==> src/rtl/spi_reg_sequencer.sv <==
// Register-access front end for the spi master: turns one R/W request into
// 40-bit datagrams, times each frame and gap, and returns the driver's reply.
//
// state | meaning
// IDLE  | ready for a request; datagram and cs hold their last value
// FRAME | send enable high, timer counts FRAME_CYCLES
// GAP   | send enable low, timer counts GAP_CYCLES; reply captured on exit
// DONE  | one-cycle response strobe
module spi_reg_sequencer #(
  parameter int ADDR_W       = 7,
  parameter int DATA_W       = 32,
  parameter int CS_SIZE      = 1,
  parameter int FRAME_CYCLES = 512,
  parameter int GAP_CYCLES   = 64
) (
  input  logic                       clk_in,
  input  logic                       rst_in,
  input  logic                       req_valid_in,
  output logic                       req_ready_out,
  input  logic                       req_write_in,
  input  logic [ADDR_W-1:0]          req_addr_in,
  input  logic [DATA_W-1:0]          req_data_in,
  input  logic [CS_SIZE-1:0]         req_cs_in,
  output logic                       resp_valid_out,
  output logic [7:0]                 resp_status_out,
  output logic [DATA_W-1:0]          resp_data_out,
  output logic                       busy_out,
  output logic [ADDR_W+DATA_W:0]     spi_data_out,
  output logic                       spi_send_enable_out,
  output logic [CS_SIZE-1:0]         spi_cs_select_out,
  input  logic [ADDR_W+DATA_W:0]     spi_data_in
);

  localparam int DG_W  = 1 + ADDR_W + DATA_W;
  localparam int MAX_C = (FRAME_CYCLES > GAP_CYCLES) ? FRAME_CYCLES : GAP_CYCLES;
  localparam int CNT_W = $clog2(MAX_C + 1);
  localparam logic [CNT_W-1:0] FRAME_LAST = CNT_W'(FRAME_CYCLES - 1);
  localparam logic [CNT_W-1:0] GAP_LAST   = CNT_W'(GAP_CYCLES - 1);

  typedef enum logic [1:0] {ST_IDLE, ST_FRAME, ST_GAP, ST_DONE} state_t;

  state_t              state_q, state_d;
  logic [CNT_W-1:0]    timer_q, timer_d;
  logic                write_q, write_d;
  logic                second_pass_q, second_pass_d;
  logic                ready_q, ready_d;
  logic                busy_q, busy_d;
  logic                resp_valid_q, resp_valid_d;
  logic [7:0]          resp_status_q, resp_status_d;
  logic [DATA_W-1:0]   resp_data_q, resp_data_d;
  logic [DG_W-1:0]     spi_data_q, spi_data_d;
  logic                spi_en_q, spi_en_d;
  logic [CS_SIZE-1:0]  spi_cs_q, spi_cs_d;

  always_comb begin
    state_d       = state_q;
    timer_d       = timer_q;
    write_d       = write_q;
    second_pass_d = second_pass_q;
    ready_d       = ready_q;
    busy_d        = busy_q;
    resp_valid_d  = 1'b0;
    resp_status_d = resp_status_q;
    resp_data_d   = resp_data_q;
    spi_data_d    = spi_data_q;
    spi_en_d      = spi_en_q;
    spi_cs_d      = spi_cs_q;

    case (state_q)
      ST_IDLE: begin
        if (req_valid_in && ready_q) begin
          state_d       = ST_FRAME;
          timer_d       = '0;
          write_d       = req_write_in;
          second_pass_d = 1'b0;
          spi_data_d    = req_write_in ? {1'b1, req_addr_in, req_data_in}
                                       : {1'b0, req_addr_in, {DATA_W{1'b0}}};
          spi_cs_d      = req_cs_in;
          spi_en_d      = 1'b1;
          ready_d       = 1'b0;
          busy_d        = 1'b1;
        end
      end
      ST_FRAME: begin
        if (timer_q == FRAME_LAST) begin
          state_d  = ST_GAP;
          timer_d  = '0;
          spi_en_d = 1'b0;
        end else begin
          timer_d = timer_q + CNT_W'(1);
        end
      end
      ST_GAP: begin
        if (timer_q == GAP_LAST) begin
          timer_d = '0;
          // A read's data only arrives on the datagram after the one that asked for it.
          if (!write_q && !second_pass_q) begin
            state_d       = ST_FRAME;
            second_pass_d = 1'b1;
            spi_en_d      = 1'b1;
          end else begin
            state_d       = ST_DONE;
            resp_valid_d  = 1'b1;
            resp_status_d = spi_data_in[DATA_W +: 8];
            resp_data_d   = spi_data_in[DATA_W-1:0];
          end
        end else begin
          timer_d = timer_q + CNT_W'(1);
        end
      end
      ST_DONE: begin
        state_d = ST_IDLE;
        ready_d = 1'b1;
        busy_d  = 1'b0;
      end
      default: begin
        state_d  = ST_IDLE;
        ready_d  = 1'b1;
        busy_d   = 1'b0;
        spi_en_d = 1'b0;
      end
    endcase
  end

  always_ff @(posedge clk_in) begin
    if (rst_in) begin
      state_q       <= ST_IDLE;
      timer_q       <= '0;
      write_q       <= 1'b0;
      second_pass_q <= 1'b0;
      ready_q       <= 1'b1;
      busy_q        <= 1'b0;
      resp_valid_q  <= 1'b0;
      resp_status_q <= '0;
      resp_data_q   <= '0;
      spi_data_q    <= '0;
      spi_en_q      <= 1'b0;
      spi_cs_q      <= '0;
    end else begin
      state_q       <= state_d;
      timer_q       <= timer_d;
      write_q       <= write_d;
      second_pass_q <= second_pass_d;
      ready_q       <= ready_d;
      busy_q        <= busy_d;
      resp_valid_q  <= resp_valid_d;
      resp_status_q <= resp_status_d;
      resp_data_q   <= resp_data_d;
      spi_data_q    <= spi_data_d;
      spi_en_q      <= spi_en_d;
      spi_cs_q      <= spi_cs_d;
    end
  end

  assign req_ready_out       = ready_q;
  assign busy_out            = busy_q;
  assign resp_valid_out      = resp_valid_q;
  assign resp_status_out     = resp_status_q;
  assign resp_data_out       = resp_data_q;
  assign spi_data_out        = spi_data_q;
  assign spi_send_enable_out = spi_en_q;
  assign spi_cs_select_out   = spi_cs_q;

endmodule

==> config.mk <==
export PLATFORM = sky130hd
export DESIGN_NAME = spi_reg_sequencer
export DESIGN_NICKNAME = d
export VERILOG_FILES = /design/src/rtl/spi_reg_sequencer.sv
export SDC_FILE = /design/constraint.sdc
export NUM_CORES = 1
export LEC_CHECK = 0
export ABC_AREA = 1
export CORE_MARGIN = 2
export CORE_UTILIZATION = 65
export CTS_BUF_LIST = sky130_fd_sc_hd__clkbuf_4
export CTS_CLUSTER_DIAMETER = 100
export DETAILED_ROUTE_END_ITERATION = 12
export DONT_BUFFER_PORTS = 1
export PLACE_DENSITY = 0.81
export SETUP_SLACK_MARGIN = 0.02
export SKIP_LAST_GASP = 1
export SYNTH_ARGS = -nofsm -noshare
export SYNTH_HDL_FRONTEND = slang
export SYNTH_SLANG_ARGS = --single-unit
==> constraint.sdc <==
create_clock -name clk_in -period 4.22 [get_ports clk_in]
set_input_delay 0.844 -clock clk_in [delete_from_list [all_inputs] [get_ports clk_in]]
set_output_delay 0.844 -clock clk_in [all_outputs]
set_load 0.05 [all_outputs]
# Word-level counts from Yosys, hierarchy flattened
# Index checks and enable logic that the tools add are counted.
[classes]
addsub = 1
eq_ne = 9
muxes = 20
bitwise_logic = 3
reduce_logical = 16
[op_table]
columns = ["operator", "count"]
rows = [
  ["$mux W40", 1],
  ["$mux W10", 3],
  ["$pmux W10 S3", 1],
  ["$add A10 B1 Y10 const B", 1],
  ["$eq A10 B6 Y1 const B", 1],
  ["$eq A10 B9 Y1 const B", 1],
  ["$mux W2", 4],
  ["$ne A2 B2 Y1 const B", 4],
  ["$pmux W2 S4", 1],
  ["$mux W1", 6],
  ["$pmux W1 S2", 3],
  ["$reduce_and A2 Y1", 3],
  ["$reduce_and A3 Y1", 2],
  ["$reduce_and A5 Y1", 1],
  ["$eq A2 B2 Y1 const B", 2],
  ["$reduce_and A4 Y1", 1],
  ["$reduce_bool A2 Y1", 2],
  ["$not A1 Y1", 3],
  ["$pmux W1 S3", 1],
  ["$reduce_bool A3 Y1", 1],
  ["$reduce_or A3 Y1", 1],
  ["$eq A2 B1 Y1 const B", 1],
  ["$logic_and A1 B1 Y1", 2],
  ["$logic_not A1 Y1", 2],
  ["$logic_not A2 Y1", 1],
]
[word_totals]
ff_bits = 99
input_bits = 84
out_inout_bits = 85
elab_cells = 61

# Depth between registers and ports, before layout
# Gate-level depths: netlist (run 1).
[logic_depth]
ltp_word = 5
ltp_mapped = 10
mapped_depth_nobuf = 10

# Least setup slack after synthesis (run 1)
# Ideal clock, no wire load.
[synth_timing]
path_type = "input-to-reg"
startpoint = "input port rst_in"
endpoint = "register resp_data_q[15], in the netlist resp_data_out[15]"
setup_time_ps = 66
arrival_ps = 1651
required_ps = 4154
path_slack_ps = 2503
stages = 5
path_buffers = 2
path_cell_list = "clkbuf_1 inv_1 clkbuf_1 o21ai_1 a21oi_2"
[synth_rtl]
columns = ["item", "line", "source"]
rows = [
  ["from (decl)", "17", "input logic rst_in,"],
  ["to (signal assigned)", "148", "resp_data_q <= resp_data_d;"],
  ["to (decl)", "50", "logic [DATA_W-1:0] resp_data_q, resp_data_d;"],
]

# Worst setup path in the final report (run 1)
[layout_timing]
startpoint = "register state_q[0]"
endpoint = "register resp_data_q[25], in the netlist resp_data_out[25]"
[layout_via]
elab_chain_cells = 2
[layout_rtl]
columns = ["item", "line", "source"]
rows = [
  ["from (decl)", "42", "state_t state_q, state_d;"],
  ["from (signal assigned)", "140", "state_q <= state_d;"],
  ["$eq A2 B2 Y1", "69", "case (state_q)"],
  ["$reduce_and A3 Y1 (no line)", "--", ""],
]
# Every way passes these cells.
# A chain may end at the register's enable or synchronous reset.

==> results of run 1 <==
==> cells by family (layout without fill, tap and decap cells) <==
| kind of cell | Yosys count | in the layout | synth area share [%] |
|---|---|---|---|
| AND/OR/NAND/NOR | 162 | 162 | 16.9 |
| adder cells (fa/ha/maj) | 5 | 5 | 1.55 |
| buffers and inverters | 92 | 82 | 10.6 |
| XOR/XNOR | 3 | 3 | 0.650 |
| flip-flops | 98 | 98 | 48.5 |
| AO/OA/AOI/OAI | 140 | 140 | 21.8 |
==> layout by cell type (no fill, tap or decap) <==
cell type / Yosys / layout
o21ai_0: 14 / 14
nand3_2: 1 / 1
nand3_1: 15 / 15
clkinvlp_4: 0 / 4
a21oi_2: 40 / 40
nand3_4: 1 / 1
o21ai_2: 5 / 5
a21oi_1: 43 / 43
nor2_4: 1 / 1
nor3_2: 1 / 1
nand2_2: 6 / 6
buf_4: 5 / 3
o22ai_1: 1 / 1
inv_1: 59 / 59
inv_6: 0 / 1
inv_2: 5 / 5
ha_1: 5 / 5
nor2_2: 2 / 2
nand4_1: 1 / 1
nand2_1: 96 / 96
o21ai_1: 36 / 36
nor2_1: 38 / 38
xor2_1: 3 / 3
inv_8: 0 / 1
dfxtp_1: 98 / 98
a21oi_4: 1 / 1
clkbuf_4: 0 / 9
==> path summary, 6_finish.rpt <==
path	startpoint	end	slack, ns	cells after the start
setup / recovery	state_q[0]$_SDFFE_PP0P_	resp_data_out[25]$_SDFFE_PP0P_	1.75	8
hold reg to reg	timer_q[1]$_SDFFE_PP0P_	timer_q[1]$_SDFFE_PP0P_	0.50	2
setup reg to reg	state_q[0]$_SDFFE_PP0P_	resp_data_out[25]$_SDFFE_PP0P_	1.75	8
hold / removal	rst_in	spi_data_out[31]$_SDFFE_PP0P_	0.44	1
==> area by class of cell <==
class	instances	area [sq um]
flip-flops and latches	98	1960
multi-input cells	310	1650
repair buffers	3	22.5
inverters	64	240
clock buffers	9	67.6
clock inverters	6	50.0
fillers	509	1870
well taps	75	93.8
==> power by group <==
| part | switching (mW) | internal, mW |
|---|---|---|
| Clock | 0.317 | 0.124 |
| Combinational | 0.285 | 0.126 |
| Sequential | 0.274 | 0.998 |
| Total | 0.876 | 1.25 |
==> worst reg2reg max path, stage by stage, from the launching register on <==
cell and delay, ns:
dfxtp_1 0.38, inv_1 0.09, ha_1 0.31, o21ai_2 0.14
inv_2 0.11, nand3_4 0.56, buf_4 0.51, o21ai_1 0.22
a21oi_2 0.05
==> layer usage <==
metal	GRT usage (%)	share of wire, %	vias up
met3	10.5	9.1	17
met2	40.9	49	124
li1	-	-	1568
met4	9.24	1.9	0
met1	28.3	40	1393
met5	0	0	-
==> flip-flops by register name, summed over array words and instances (netlist names) <==
signal / flops
busy_out: 1
req_ready_out: 1
resp_data_out: 32
resp_status_out: 8
resp_valid_out: 1
second_pass_q: 1
spi_cs_select_out: 1
spi_data_out: 40
spi_send_enable_out: 1
state_q: 2
timer_q: 10
==> impl_metrics.xml, run 1 <==
<?xml version="1.0" encoding="UTF-8"?>
<metrics>
  <group name="sta">
    <metric name="timing.fmax" unit="MHz">406</metric>
    <metric name="setup_viol" unit="">0</metric>
    <metric name="final.min_clock_period" unit="ns">2.47</metric>
    <metric name="finalCritPeriodShare" unit="%">58.4</metric>
    <metric name="timing.final.ws_setup" unit="ns">1.75</metric>
    <metric name="report.final.hold_viol_count" unit="">0</metric>
    <metric name="worst_slew_margin_rel" unit="%">45.9</metric>
    <metric name="finalMaxSlewViolations" unit="">0</metric>
    <metric name="setup_tns" unit="ns">0</metric>
    <metric name="grt_setup_unrepaired" unit="">false</metric>
    <metric name="finalClockSkew" unit="ns">0.0241</metric>
    <metric name="holdWs" unit="ns">0.441</metric>
    <metric name="worst_pin_slew" unit="ns">0.812</metric>
  </group>
  <group name="clock_tree">
    <metric name="cts_buffers" unit="">9</metric>
    <metric name="clk_transition_reported_paths" unit="ns">0.17</metric>
    <metric name="post_cts_resized" unit="">0</metric>
    <metric name="clock_latency" unit="ns">0.45</metric>
    <metric name="post-cts-setup-buffer-count" unit="">0</metric>
    <metric name="tritoncts" unit="">yes</metric>
    <metric name="ctsRootBufferMaster" unit="">clkbuf_4</metric>
    <metric name="htree_num_levels" unit="">3</metric>
    <metric name="cts_hold_buffers_added" unit="">0</metric>
    <metric name="maximum_number_of_buffers_from_clock_root_to_sink" unit="">2</metric>
    <metric name="sink_count" unit="">98</metric>
  </group>
  <group name="global_routing">
    <metric name="number_of_antenna_violations_at_the_first_check_in_global_routing" unit="">0</metric>
    <metric name="grt_pass1_wl" unit="um">14000</metric>
    <metric name="grt_start_max_net_pins" unit="">58</metric>
    <metric name="first_global_vias" unit="">3097</metric>
    <metric name="global_route.usage.total" unit="%">24.7</metric>
    <metric name="global_route.overflow_total" unit="">0</metric>
  </group>
  <group name="floorplan">
    <metric name="row_count" unit="">28</metric>
    <metric name="die_w" unit="um">82.9</metric>
    <metric name="pin_count" unit="">169</metric>
    <metric name="initial_utilization" unit="%">67.9</metric>
    <metric name="floorplan.die.height" unit="um">82.9</metric>
    <metric name="core_area" unit="sq um">5960</metric>
    <metric name="dieArea" unit="sq um">6870</metric>
  </group>
  <group name="yosys">
    <metric name="synthDominantCellAreaShare" unit="%">48.5</metric>
    <metric name="synth.area.top_cells" unit="">dfxtp_1, nand2_1, a21oi_2, inv_1, a21oi_1</metric>
    <metric name="synth.yosys.seq_area_share" unit="%">48.5</metric>
    <metric name="synth-seq-cells" unit="">98</metric>
    <metric name="postSynth.topFlopCell" unit="">dfxtp_1</metric>
    <metric name="postSynth.asyncResetShare" unit="%">0</metric>
    <metric name="synthesis.instances" unit="">500</metric>
    <metric name="netlist.top_cell.by_area" unit="">dfxtp_1</metric>
    <metric name="synth_enable_flop_cells" unit="">0</metric>
    <metric name="cell_area_synth" unit="sq um">4040</metric>
    <metric name="synth_commonest_cells" unit="">dfxtp_1, nand2_1, inv_1, a21oi_1, a21oi_2</metric>
    <metric name="avgSynthCellArea" unit="sq um">8.09</metric>
    <metric name="yosys.cell_count.top_type" unit="">dfxtp_1</metric>
    <metric name="synth_cell_type_count" unit="">27</metric>
    <metric name="ys.warnings.count" unit="">0</metric>
    <metric name="syn_nets" unit="">589</metric>
  </group>
  <group name="route">
    <metric name="post_drt_wl_per_cell" unit="um">15.0</metric>
    <metric name="wirelength" unit="um">8480</metric>
    <metric name="post_drt_via_cell_ratio" unit="">5.49</metric>
    <metric name="drt_drc_violations_left" unit="">0</metric>
    <metric name="detail_route.iter0.violations" unit="">156</metric>
    <metric name="routed-via-count" unit="">3102</metric>
    <metric name="dr.pass1.iters" unit="">5</metric>
    <metric name="antenna_left" unit="">0</metric>
  </group>
  <group name="final_layout">
    <metric name="drive_gt1_share" unit="%">16.5</metric>
    <metric name="num-nets-final" unit="">575</metric>
    <metric name="final-instance-count-excl-fill" unit="">565</metric>
    <metric name="final_cell_area" unit="sq um">4090</metric>
    <metric name="postLayoutCoreUtil" unit="%">68.7</metric>
    <metric name="area_growth" unit="%">1.18</metric>
    <metric name="antennaDiodeCount" unit="">0</metric>
  </group>
  <group name="critical_path">
    <metric name="path_cells" unit="">inv_1 -&gt; ha_1 -&gt; o21ai_2 -&gt; inv_2 -&gt; nand3_4 -&gt; buf_4 -&gt; o21ai_1 -&gt; a21oi_2</metric>
    <metric name="critPathBufInv" unit="">3</metric>
    <metric name="start_kind" unit="">flop</metric>
    <metric name="worst_path_max_delay_cell" unit="">nand3_4</metric>
    <metric name="critical-path-max-stage-delay" unit="ns">0.56</metric>
    <metric name="timing.critical_path.required" unit="ns">4.56</metric>
    <metric name="worst_setup_path_end_kind" unit="">flop</metric>
    <metric name="critical_path_peak_fanout" unit="">57</metric>
    <metric name="worst_endpoint_data_arrival_time" unit="ns">2.81</metric>
    <metric name="timing_worst_setup_path_type" unit="">flop to flop</metric>
    <metric name="path_delay_family" unit="">buffers and inverters</metric>
  </group>
  <group name="power">
    <metric name="power.density_cell_area" unit="nW/um^2">519</metric>
    <metric name="ir_drop" unit="mV">0.339</metric>
    <metric name="post-layout-total-power" unit="mW">2.12</metric>
    <metric name="static-leakage-power" unit="nW">1.41</metric>
  </group>
  <group name="run">
    <metric name="max-cap-violations" unit="">0</metric>
  </group>
  <group name="placed_design">
    <metric name="gp_routability_congestion" unit="">0.871</metric>
    <metric name="dpl.cell_count" unit="">550</metric>
    <metric name="place_worst_setup_slack" unit="ns">1.76</metric>
    <metric name="port-buffer-count" unit="">0</metric>
    <metric name="placedInstanceArea" unit="sq um">3970</metric>
    <metric name="dpl.hpwl" unit="um">6070</metric>
  </group>
  <group name="worst_hold_path">
    <metric name="hold_path.class" unit="">input pin to flop</metric>
  </group>
  <group name="outcome">
    <metric name="outcome" unit="">finished clean</metric>
  </group>
</metrics>
Power figures use the tool's default switching activity.
==> inputs of run 2 (changes only) <==
==> constraint.sdc (replaced) <==
create_clock -name clk_in -period 2.55 [get_ports clk_in]
set_input_delay 0.51 -clock clk_in [delete_from_list [all_inputs] [get_ports clk_in]]
set_output_delay 0.51 -clock clk_in [all_outputs]
set_load 0.05 [all_outputs]
==> impl_metrics.xml, run 2 (synthesis gave the netlist of run 1 again) <==
<?xml version="1.0" encoding="UTF-8"?>
<metrics>
  <group name="critical_path">
    <metric name="critPathBufInv" unit="">4</metric>
    <metric name="worst_endpoint_data_arrival_time" unit="ns">2.49</metric>
    <metric name="timing.reg2reg.setup_slack" unit="ns">0.41</metric>
    <metric name="critical-path-max-stage-delay" unit="ns">0.40</metric>
    <metric name="path_cells" unit="">inv_1 -&gt; ha_1 -&gt; inv_2 -&gt; nor3_2 -&gt; buf_4 -&gt; nand2_1 -&gt; inv_2 -&gt; nand2_1 -&gt; a21oi_1</metric>
    <metric name="critical_path_peak_fanout" unit="">32</metric>
    <metric name="timing.critical_path.required" unit="ns">2.90</metric>
    <metric name="r2r_cells" unit="">9</metric>
    <metric name="worst_path_max_delay_cell" unit="">inv_2</metric>
    <metric name="worst_setup_path_end_kind" unit="">flop</metric>
    <metric name="timing.rr.start" unit="">state_q[1]$_SDFFE_PP0P_</metric>
    <metric name="r2r-end" unit="">spi_data_out[22]$_SDFFE_PP0P_</metric>
    <metric name="timing_worst_setup_path_type" unit="">flop to flop</metric>
    <metric name="start_kind" unit="">flop</metric>
    <metric name="path_delay_family" unit="">buffers and inverters</metric>
  </group>
  <group name="final_layout">
    <metric name="largest_register_ff_count" unit="">40</metric>
    <metric name="final_cell_mix" unit="">dfxtp_1, nand2_1, inv_1</metric>
    <metric name="num-nets-final" unit="">581</metric>
    <metric name="antennaDiodeCount" unit="">0</metric>
    <metric name="area_growth" unit="%">3.03</metric>
    <metric name="multi_input_area" unit="sq um">1650</metric>
    <metric name="area.sequential" unit="sq um">1960</metric>
    <metric name="drive_gt1_share" unit="%">17.5</metric>
    <metric name="fillers" unit="">525</metric>
    <metric name="layout.cells.most_common" unit="">dfxtp_1</metric>
  </group>
  <group name="sta">
    <metric name="finalMaxSlewViolations" unit="">0</metric>
    <metric name="timing.fmax" unit="MHz">467</metric>
    <metric name="timing.final.ws_setup" unit="ns">0.408</metric>
    <metric name="setup_viol" unit="">0</metric>
    <metric name="worst_pin_slew" unit="ns">0.554</metric>
    <metric name="finalClockSkew" unit="ns">0.0157</metric>
    <metric name="final.min_clock_period" unit="ns">2.14</metric>
    <metric name="worst_slew_margin_rel" unit="%">63.0</metric>
    <metric name="report.final.hold_viol_count" unit="">0</metric>
    <metric name="grt_setup_unrepaired" unit="">false</metric>
    <metric name="setup_tns" unit="ns">0</metric>
    <metric name="finalCritPeriodShare" unit="%">84.0</metric>
  </group>
  <group name="clock_tree">
    <metric name="tritoncts" unit="">yes</metric>
    <metric name="post-cts-setup-buffer-count" unit="">0</metric>
    <metric name="ctsRootBufferMaster" unit="">clkbuf_4</metric>
    <metric name="clock_latency" unit="ns">0.43</metric>
    <metric name="htree_num_levels" unit="">3</metric>
    <metric name="post_cts_resized" unit="">0</metric>
    <metric name="cts_buffers" unit="">9</metric>
    <metric name="sink_count" unit="">98</metric>
    <metric name="cts_hold_buffers_added" unit="">0</metric>
    <metric name="maximum_number_of_buffers_from_clock_root_to_sink" unit="">2</metric>
    <metric name="clk_transition_reported_paths" unit="ns">0.14</metric>
  </group>
  <group name="floorplan">
    <metric name="core_area" unit="sq um">5960</metric>
    <metric name="row_count" unit="">28</metric>
    <metric name="pin_count" unit="">169</metric>
    <metric name="initial_utilization" unit="%">67.9</metric>
    <metric name="die_w" unit="um">82.9</metric>
    <metric name="dieArea" unit="sq um">6870</metric>
    <metric name="floorplan.die.height" unit="um">82.9</metric>
  </group>
  <group name="global_routing">
    <metric name="global_route.overflow_total" unit="">0</metric>
    <metric name="global_route.usage.total" unit="%">24.7</metric>
    <metric name="number_of_antenna_violations_at_the_first_check_in_global_routing" unit="">0</metric>
    <metric name="first_global_vias" unit="">3064</metric>
    <metric name="grt_start_max_net_pins" unit="">43</metric>
    <metric name="grt_pass1_wl" unit="um">13900</metric>
  </group>
  <group name="route">
    <metric name="antenna_left" unit="">0</metric>
    <metric name="post_drt_via_cell_ratio" unit="">5.51</metric>
    <metric name="routed-via-count" unit="">3144</metric>
    <metric name="dr.pass1.iters" unit="">4</metric>
    <metric name="drt_drc_violations_left" unit="">0</metric>
    <metric name="wirelength" unit="um">8540</metric>
    <metric name="detail_route.iter0.violations" unit="">200</metric>
    <metric name="post_drt_wl_per_cell" unit="um">14.9</metric>
  </group>
  <group name="power">
    <metric name="static-leakage-power" unit="nW">1.46</metric>
    <metric name="sw_frac_of_total" unit="%">40.6</metric>
    <metric name="power.density_cell_area" unit="nW/um^2">849</metric>
    <metric name="ir_drop" unit="mV">0.614</metric>
    <metric name="internal_power" unit="mW">2.10</metric>
    <metric name="power.share.sequential" unit="%">58.8</metric>
    <metric name="p_comb_share" unit="%">21.5</metric>
    <metric name="clock_power_share" unit="%">19.7</metric>
    <metric name="net_switching_component_of_the_power" unit="mW">1.43</metric>
  </group>
  <group name="worst_hold_path">
    <metric name="timing.hold.worst.start" unit="">rst_in</metric>
    <metric name="hold_path.class" unit="">input pin to flop</metric>
    <metric name="holdPathStages" unit="">1</metric>
    <metric name="hold_end" unit="">busy_out$_SDFFE_PP0P_</metric>
  </group>
  <group name="outcome">
    <metric name="outcome" unit="">finished clean</metric>
  </group>
  <group name="placed_design">
    <metric name="place_worst_setup_slack" unit="ns">0.431</metric>
    <metric name="port-buffer-count" unit="">0</metric>
    <metric name="dpl.hpwl" unit="um">6150</metric>
    <metric name="gp_routability_congestion" unit="">0.875</metric>
  </group>
  <group name="run">
    <metric name="max-cap-violations" unit="">0</metric>
  </group>
</metrics>
## run 2: cell count changes in the layout (fill, tap and decap cells not counted)
cell | previous run | this run
buf_12 | 0 | 3
buf_4 | 3 | 6
clkinv_2 | 0 | 2
clkinv_4 | 0 | 1
clkinvlp_4 | 4 | 2
inv_8 | 1 | 0
## run 2: how the worst max path moves through the flow
stage / startpoint / endpoint / slack, ns / cells past startpoint
floorplan: req_ready_out$_SDFFE_PP1P_ / timer_q[8]$_SDFFE_PP0P_ / 1.01 / 7
global placement: state_q[0]$_SDFFE_PP0P_ / resp_data_out[11]$_SDFFE_PP0P_ / 0.59 / 8
detailed placement: state_q[1]$_SDFFE_PP0P_ / spi_data_out[22]$_SDFFE_PP0P_ / 0.43 / 9
CTS: state_q[1]$_SDFFE_PP0P_ / spi_data_out[22]$_SDFFE_PP0P_ / 0.41 / 9
global route: state_q[1]$_SDFFE_PP0P_ / spi_data_out[22]$_SDFFE_PP0P_ / 0.25 / 9
finish: state_q[1]$_SDFFE_PP0P_ / spi_data_out[22]$_SDFFE_PP0P_ / 0.41 / 9
## run 2: area by class of cell
cell class | instances | area share, %
well taps | 75 | 2.25
clock inverters | 6 | 1.02
multi-input cells | 310 | 39.7
repair buffers | 9 | 2.52
flip-flops and latches | 98 | 47.1
inverters | 64 | 5.77
clock buffers | 9 | 1.62
## run 2: per-layer routing
layer | global-route usage (%) | share of wire [%] | wire length, um
met5 | 0 | 0 | 0
met4 | 13.0 | 2.2 | 191
met3 | 8.15 | 9.0 | 767
met2 | 40.5 | 48 | 4110
met1 | 28.5 | 41 | 3460
## run 2: worst register-to-register path, cell delays in order, from the launching register on
cell	delay (ns)
dfxtp_1	0.37
inv_1	0.12
ha_1	0.22
inv_2	0.06
nor3_2	0.32
buf_4	0.23
nand2_1	0.09
inv_2	0.40
nand2_1	0.11
a21oi_1	0.17
## run 2: power by group through the flow
stage                     logic, mW  clock network [mW]  registers (mW)
final                         0.759               0.696            2.08
after floorplan               0.602                   0            2.10
after global routing          0.853               0.778            2.09
after CTS                     0.759               0.719            2.08
after detailed placement      0.757                   0            2.12
after global placement        0.727                   0            2.11
## run 2: metrics by stage
stage	utilization, %	cells	cell area (sq um)	hold slack, ns	power (mW)
after floorplan	-	500	4040	0.461	2.70
after global placement	68.1	556	4060	0.469	2.84
after detailed placement	68.1	556	4060	0.488	2.87
after CTS	69.9	571	4170	0.101	3.56
after global routing	69.9	571	4170	0.0978	3.73
final	69.9	571	4170	0.143	3.53
==> inputs of run 3 (changes only) <==
--- a/config.mk
+++ b/config.mk
@@ -5,7 +5,7 @@
 export SDC_FILE = /design/constraint.sdc
 export NUM_CORES = 1
 export LEC_CHECK = 0
-export ABC_AREA = 1
+export ABC_AREA = 0
 export CORE_MARGIN = 2
 export CORE_UTILIZATION = 65
 export CTS_BUF_LIST = sky130_fd_sc_hd__clkbuf_4
==> constraint.sdc (replaced) <==
create_clock -name clk_in -period 2 [get_ports clk_in]
set_input_delay 0.4 -clock clk_in [delete_from_list [all_inputs] [get_ports clk_in]]
set_output_delay 0.4 -clock clk_in [all_outputs]
set_load 0.05 [all_outputs]
==> impl_metrics.xml, run 3 <==
<?xml version="1.0" encoding="UTF-8"?>
<metrics>
  <group name="outcome">
    <metric name="outcome" unit="">finished clean</metric>
  </group>
  <group name="final_layout">
    <metric name="drive_gt1_share" unit="%">12.1</metric>
    <metric name="final-instance-count-excl-fill" unit="">553</metric>
    <metric name="area_growth" unit="%">11.6</metric>
    <metric name="antennaDiodeCount" unit="">0</metric>
    <metric name="multi_input_area" unit="sq um">1660</metric>
    <metric name="fillers" unit="">426</metric>
    <metric name="postLayoutCoreUtil" unit="%">75.6</metric>
    <metric name="largest_register_ff_count" unit="">40</metric>
    <metric name="num-nets-final" unit="">565</metric>
    <metric name="area.sequential" unit="sq um">1970</metric>
    <metric name="final_cell_mix" unit="">nand2_1, dfxtp_1, a21oi_1</metric>
    <metric name="layout.cells.most_common" unit="">nand2_1</metric>
    <metric name="final_cell_area" unit="sq um">4210</metric>
  </group>
  <group name="sta">
    <metric name="finalMaxSlewViolations" unit="">0</metric>
    <metric name="timing.fmax" unit="MHz">506</metric>
    <metric name="holdWs" unit="ns">0.0341</metric>
    <metric name="report.final.hold_viol_count" unit="">0</metric>
    <metric name="worst_slew_margin_rel" unit="%">63.3</metric>
    <metric name="finalClockSkew" unit="ns">0.0152</metric>
    <metric name="final.min_clock_period" unit="ns">1.98</metric>
    <metric name="setup_viol" unit="">0</metric>
    <metric name="finalCritPeriodShare" unit="%">98.8</metric>
    <metric name="worst_pin_slew" unit="ns">0.550</metric>
    <metric name="grt_setup_unrepaired" unit="">true</metric>
  </group>
  <group name="clock_tree">
    <metric name="clk_transition_reported_paths" unit="ns">0.14</metric>
    <metric name="htree_num_levels" unit="">3</metric>
    <metric name="clock_latency" unit="ns">0.42</metric>
    <metric name="sink_count" unit="">98</metric>
    <metric name="cts_buffers" unit="">9</metric>
    <metric name="tritoncts" unit="">yes</metric>
    <metric name="ctsRootBufferMaster" unit="">clkbuf_4</metric>
    <metric name="maximum_number_of_buffers_from_clock_root_to_sink" unit="">2</metric>
  </group>
  <group name="yosys">
    <metric name="synthDominantCellAreaShare" unit="%">52.0</metric>
    <metric name="ys.warnings.count" unit="">0</metric>
    <metric name="synth_commonest_cells" unit="">nand2_1, dfxtp_1, a21oi_1, nand3_1, clkbuf_1</metric>
    <metric name="syn_nets" unit="">560</metric>
    <metric name="synth_cell_type_count" unit="">35</metric>
    <metric name="postSynth.topFlopCell" unit="">dfxtp_1</metric>
    <metric name="yosys.cell_count.top_type" unit="">nand2_1</metric>
    <metric name="avgSynthCellArea" unit="sq um">8.01</metric>
    <metric name="synthesis.instances" unit="">471</metric>
    <metric name="cell_area_synth" unit="sq um">3770</metric>
    <metric name="synth.area.top_cells" unit="">dfxtp_1, nand2_1, a21oi_1, nand3_1, clkbuf_1</metric>
    <metric name="netlist.top_cell.by_area" unit="">dfxtp_1</metric>
    <metric name="postSynth.asyncResetShare" unit="%">0</metric>
    <metric name="synth.yosys.seq_area_share" unit="%">52.0</metric>
    <metric name="synth_enable_flop_cells" unit="">0</metric>
    <metric name="synth-seq-cells" unit="">98</metric>
  </group>
  <group name="power">
    <metric name="post-layout-total-power" unit="mW">4.53</metric>
    <metric name="power.density_cell_area" unit="nW/um^2">1070</metric>
    <metric name="p_comb_share" unit="%">20.5</metric>
    <metric name="sw_frac_of_total" unit="%">36.7</metric>
    <metric name="internal_power" unit="mW">2.87</metric>
    <metric name="net_switching_component_of_the_power" unit="mW">1.66</metric>
    <metric name="static-leakage-power" unit="nW">1.49</metric>
    <metric name="ir_drop" unit="mV">0.756</metric>
    <metric name="power.share.sequential" unit="%">55.7</metric>
    <metric name="clock_power_share" unit="%">23.7</metric>
  </group>
  <group name="route">
    <metric name="antenna_left" unit="">0</metric>
    <metric name="wirelength" unit="um">9340</metric>
    <metric name="detail_route.iter0.violations" unit="">178</metric>
    <metric name="dr.pass1.iters" unit="">5</metric>
    <metric name="drt_drc_violations_left" unit="">0</metric>
    <metric name="post_drt_via_cell_ratio" unit="">5.95</metric>
    <metric name="post_drt_wl_per_cell" unit="um">16.9</metric>
    <metric name="routed-via-count" unit="">3292</metric>
  </group>
  <group name="critical_path">
    <metric name="critical_path_peak_fanout" unit="">20</metric>
    <metric name="worst_endpoint_data_arrival_time" unit="ns">2.30</metric>
    <metric name="timing_worst_setup_path_type" unit="">flop to flop</metric>
    <metric name="start_kind" unit="">flop</metric>
    <metric name="r2r-end" unit="">resp_data_out[30]$_SDFFE_PP0P_</metric>
    <metric name="worst_setup_path_end_kind" unit="">flop</metric>
    <metric name="timing.reg2reg.setup_slack" unit="ns">0.02</metric>
    <metric name="timing.rr.start" unit="">timer_q[9]$_SDFFE_PP0P_</metric>
    <metric name="r2r_cells" unit="">6</metric>
    <metric name="timing.critical_path.required" unit="ns">2.32</metric>
  </group>
  <group name="floorplan">
    <metric name="dieArea" unit="sq um">6430</metric>
    <metric name="pin_count" unit="">169</metric>
    <metric name="die_w" unit="um">80.2</metric>
    <metric name="floorplan.die.height" unit="um">80.2</metric>
    <metric name="row_count" unit="">27</metric>
    <metric name="core_area" unit="sq um">5570</metric>
    <metric name="initial_utilization" unit="%">67.7</metric>
  </group>
  <group name="global_routing">
    <metric name="grt_start_max_net_pins" unit="">83</metric>
    <metric name="grt_pass1_wl" unit="um">13400</metric>
    <metric name="number_of_antenna_violations_at_the_first_check_in_global_routing" unit="">0</metric>
    <metric name="first_global_vias" unit="">3021</metric>
    <metric name="global_route.overflow_total" unit="">0</metric>
    <metric name="global_route.usage.total" unit="%">26.5</metric>
  </group>
  <group name="placed_design">
    <metric name="gp_routability_congestion" unit="">0.883</metric>
    <metric name="dpl.hpwl" unit="um">6020</metric>
    <metric name="placedInstanceArea" unit="sq um">3910</metric>
    <metric name="port-buffer-count" unit="">0</metric>
    <metric name="dpl.cell_count" unit="">530</metric>
  </group>
  <group name="worst_hold_path">
    <metric name="holdPathStages" unit="">1</metric>
    <metric name="hold_end" unit="">resp_data_out[7]$_SDFFE_PP0P_</metric>
    <metric name="hold_path.class" unit="">input pin to flop</metric>
    <metric name="timing.hold.worst.start" unit="">rst_in</metric>
  </group>
  <group name="run">
    <metric name="max-cap-violations" unit="">0</metric>
  </group>
</metrics>
## run 3: repair_timing
action / in CTS / in global routing
endpoints found under the setup margin: 43 / 43
cloned: 0 / 2
buffers inserted: 0 / 1
resized for setup: 3 / 9
hold buffers: 2 / 2
pin swaps: 0 / 3
hold endpoints to repair: 13 / 43
## run 3: cells by family after synthesis
| logic type | Yosys count | synth area share, % |
|---|---|---|
| AO/OA/AOI/OAI | 116 | 17.1 |
| adder cells (fa/ha/maj) | 5 | 1.66 |
| buffers and inverters | 43 | 5.44 |
| flip-flops | 98 | 52.0 |
| AND/OR/NAND/NOR | 209 | 23.8 |
## run 3: critical path, stage by stage, from the launching register on
cell and delay, ns:
dfxtp_2 0.35, or4_4 0.54, or3_4 0.37, or2_4 0.28, clkbuf_16 0.19, nand2_1 0.08
a21oi_1 0.08
## run 3: final cells by class
class / instances / share of cell area, %
clock buffers: 10 / 1.78
clock inverters: 6 / 1.87
inverters: 7 / 0.624
multi-input cells: 330 / 39.4
flip-flops and latches: 98 / 46.7
well taps: 72 / 2.14
repair buffers: 30 / 7.54
## run 3: power by group through the flow
| stage | Sequential (mW) | Clock (mW) | Combinational, mW |
|---|---|---|---|
| finish | 2.52 | 1.07 | 0.929 |
| global route | 2.54 | 1.18 | 1.04 |
| CTS | 2.52 | 1.10 | 0.864 |
| detailed placement | 2.57 | 0 | 0.853 |
| global placement | 2.56 | 0 | 0.832 |
| floorplan | 2.56 | 0 | 0.611 |
## run 3: how the worst max path moves through the flow
| stage | start | endpoint | slack (ns) | cells past startpoint |
|---|---|---|---|---|
| floorplan | state_q[0]$_SDFFE_PP0P_ | timer_q[9]$_SDFFE_PP0P_ | 0.05 | 7 |
| global placement | timer_q[9]$_SDFFE_PP0P_ | resp_data_out[7]$_SDFFE_PP0P_ | 0.03 | 6 |
| detailed placement | timer_q[9]$_SDFFE_PP0P_ | resp_status_out[1]$_SDFFE_PP0P_ | -0.02 | 6 |
| CTS | timer_q[9]$_SDFFE_PP0P_ | resp_status_out[1]$_SDFFE_PP0P_ | 0.01 | 6 |
| global route | timer_q[6]$_SDFFE_PP0P_ | resp_data_out[30]$_SDFFE_PP0P_ | -0.02 | 6 |
| finish | timer_q[9]$_SDFFE_PP0P_ | resp_data_out[30]$_SDFFE_PP0P_ | 0.02 | 6 |
## run 3: per-layer routing
metal | vias up | global-route usage, % | part of all wire [%]
li1 | 1608 | - | -
met1 | 1541 | 30.5 | 39
met2 | 131 | 45.5 | 51
met3 | 12 | 7.64 | 8.0
met4 | 0 | 11.7 | 1.6
met5 | - | 0 | 0
## run 3: stage by stage
step / setup WS [ns] / TNS (ns)
floorplan: 0.0542 / 0
global placement: 0.0331 / 0
detailed placement: -0.0232 / -0.0410
CTS: 0.0145 / 0
global route: -0.0178 / -0.0178
finish: 0.0233 / 0
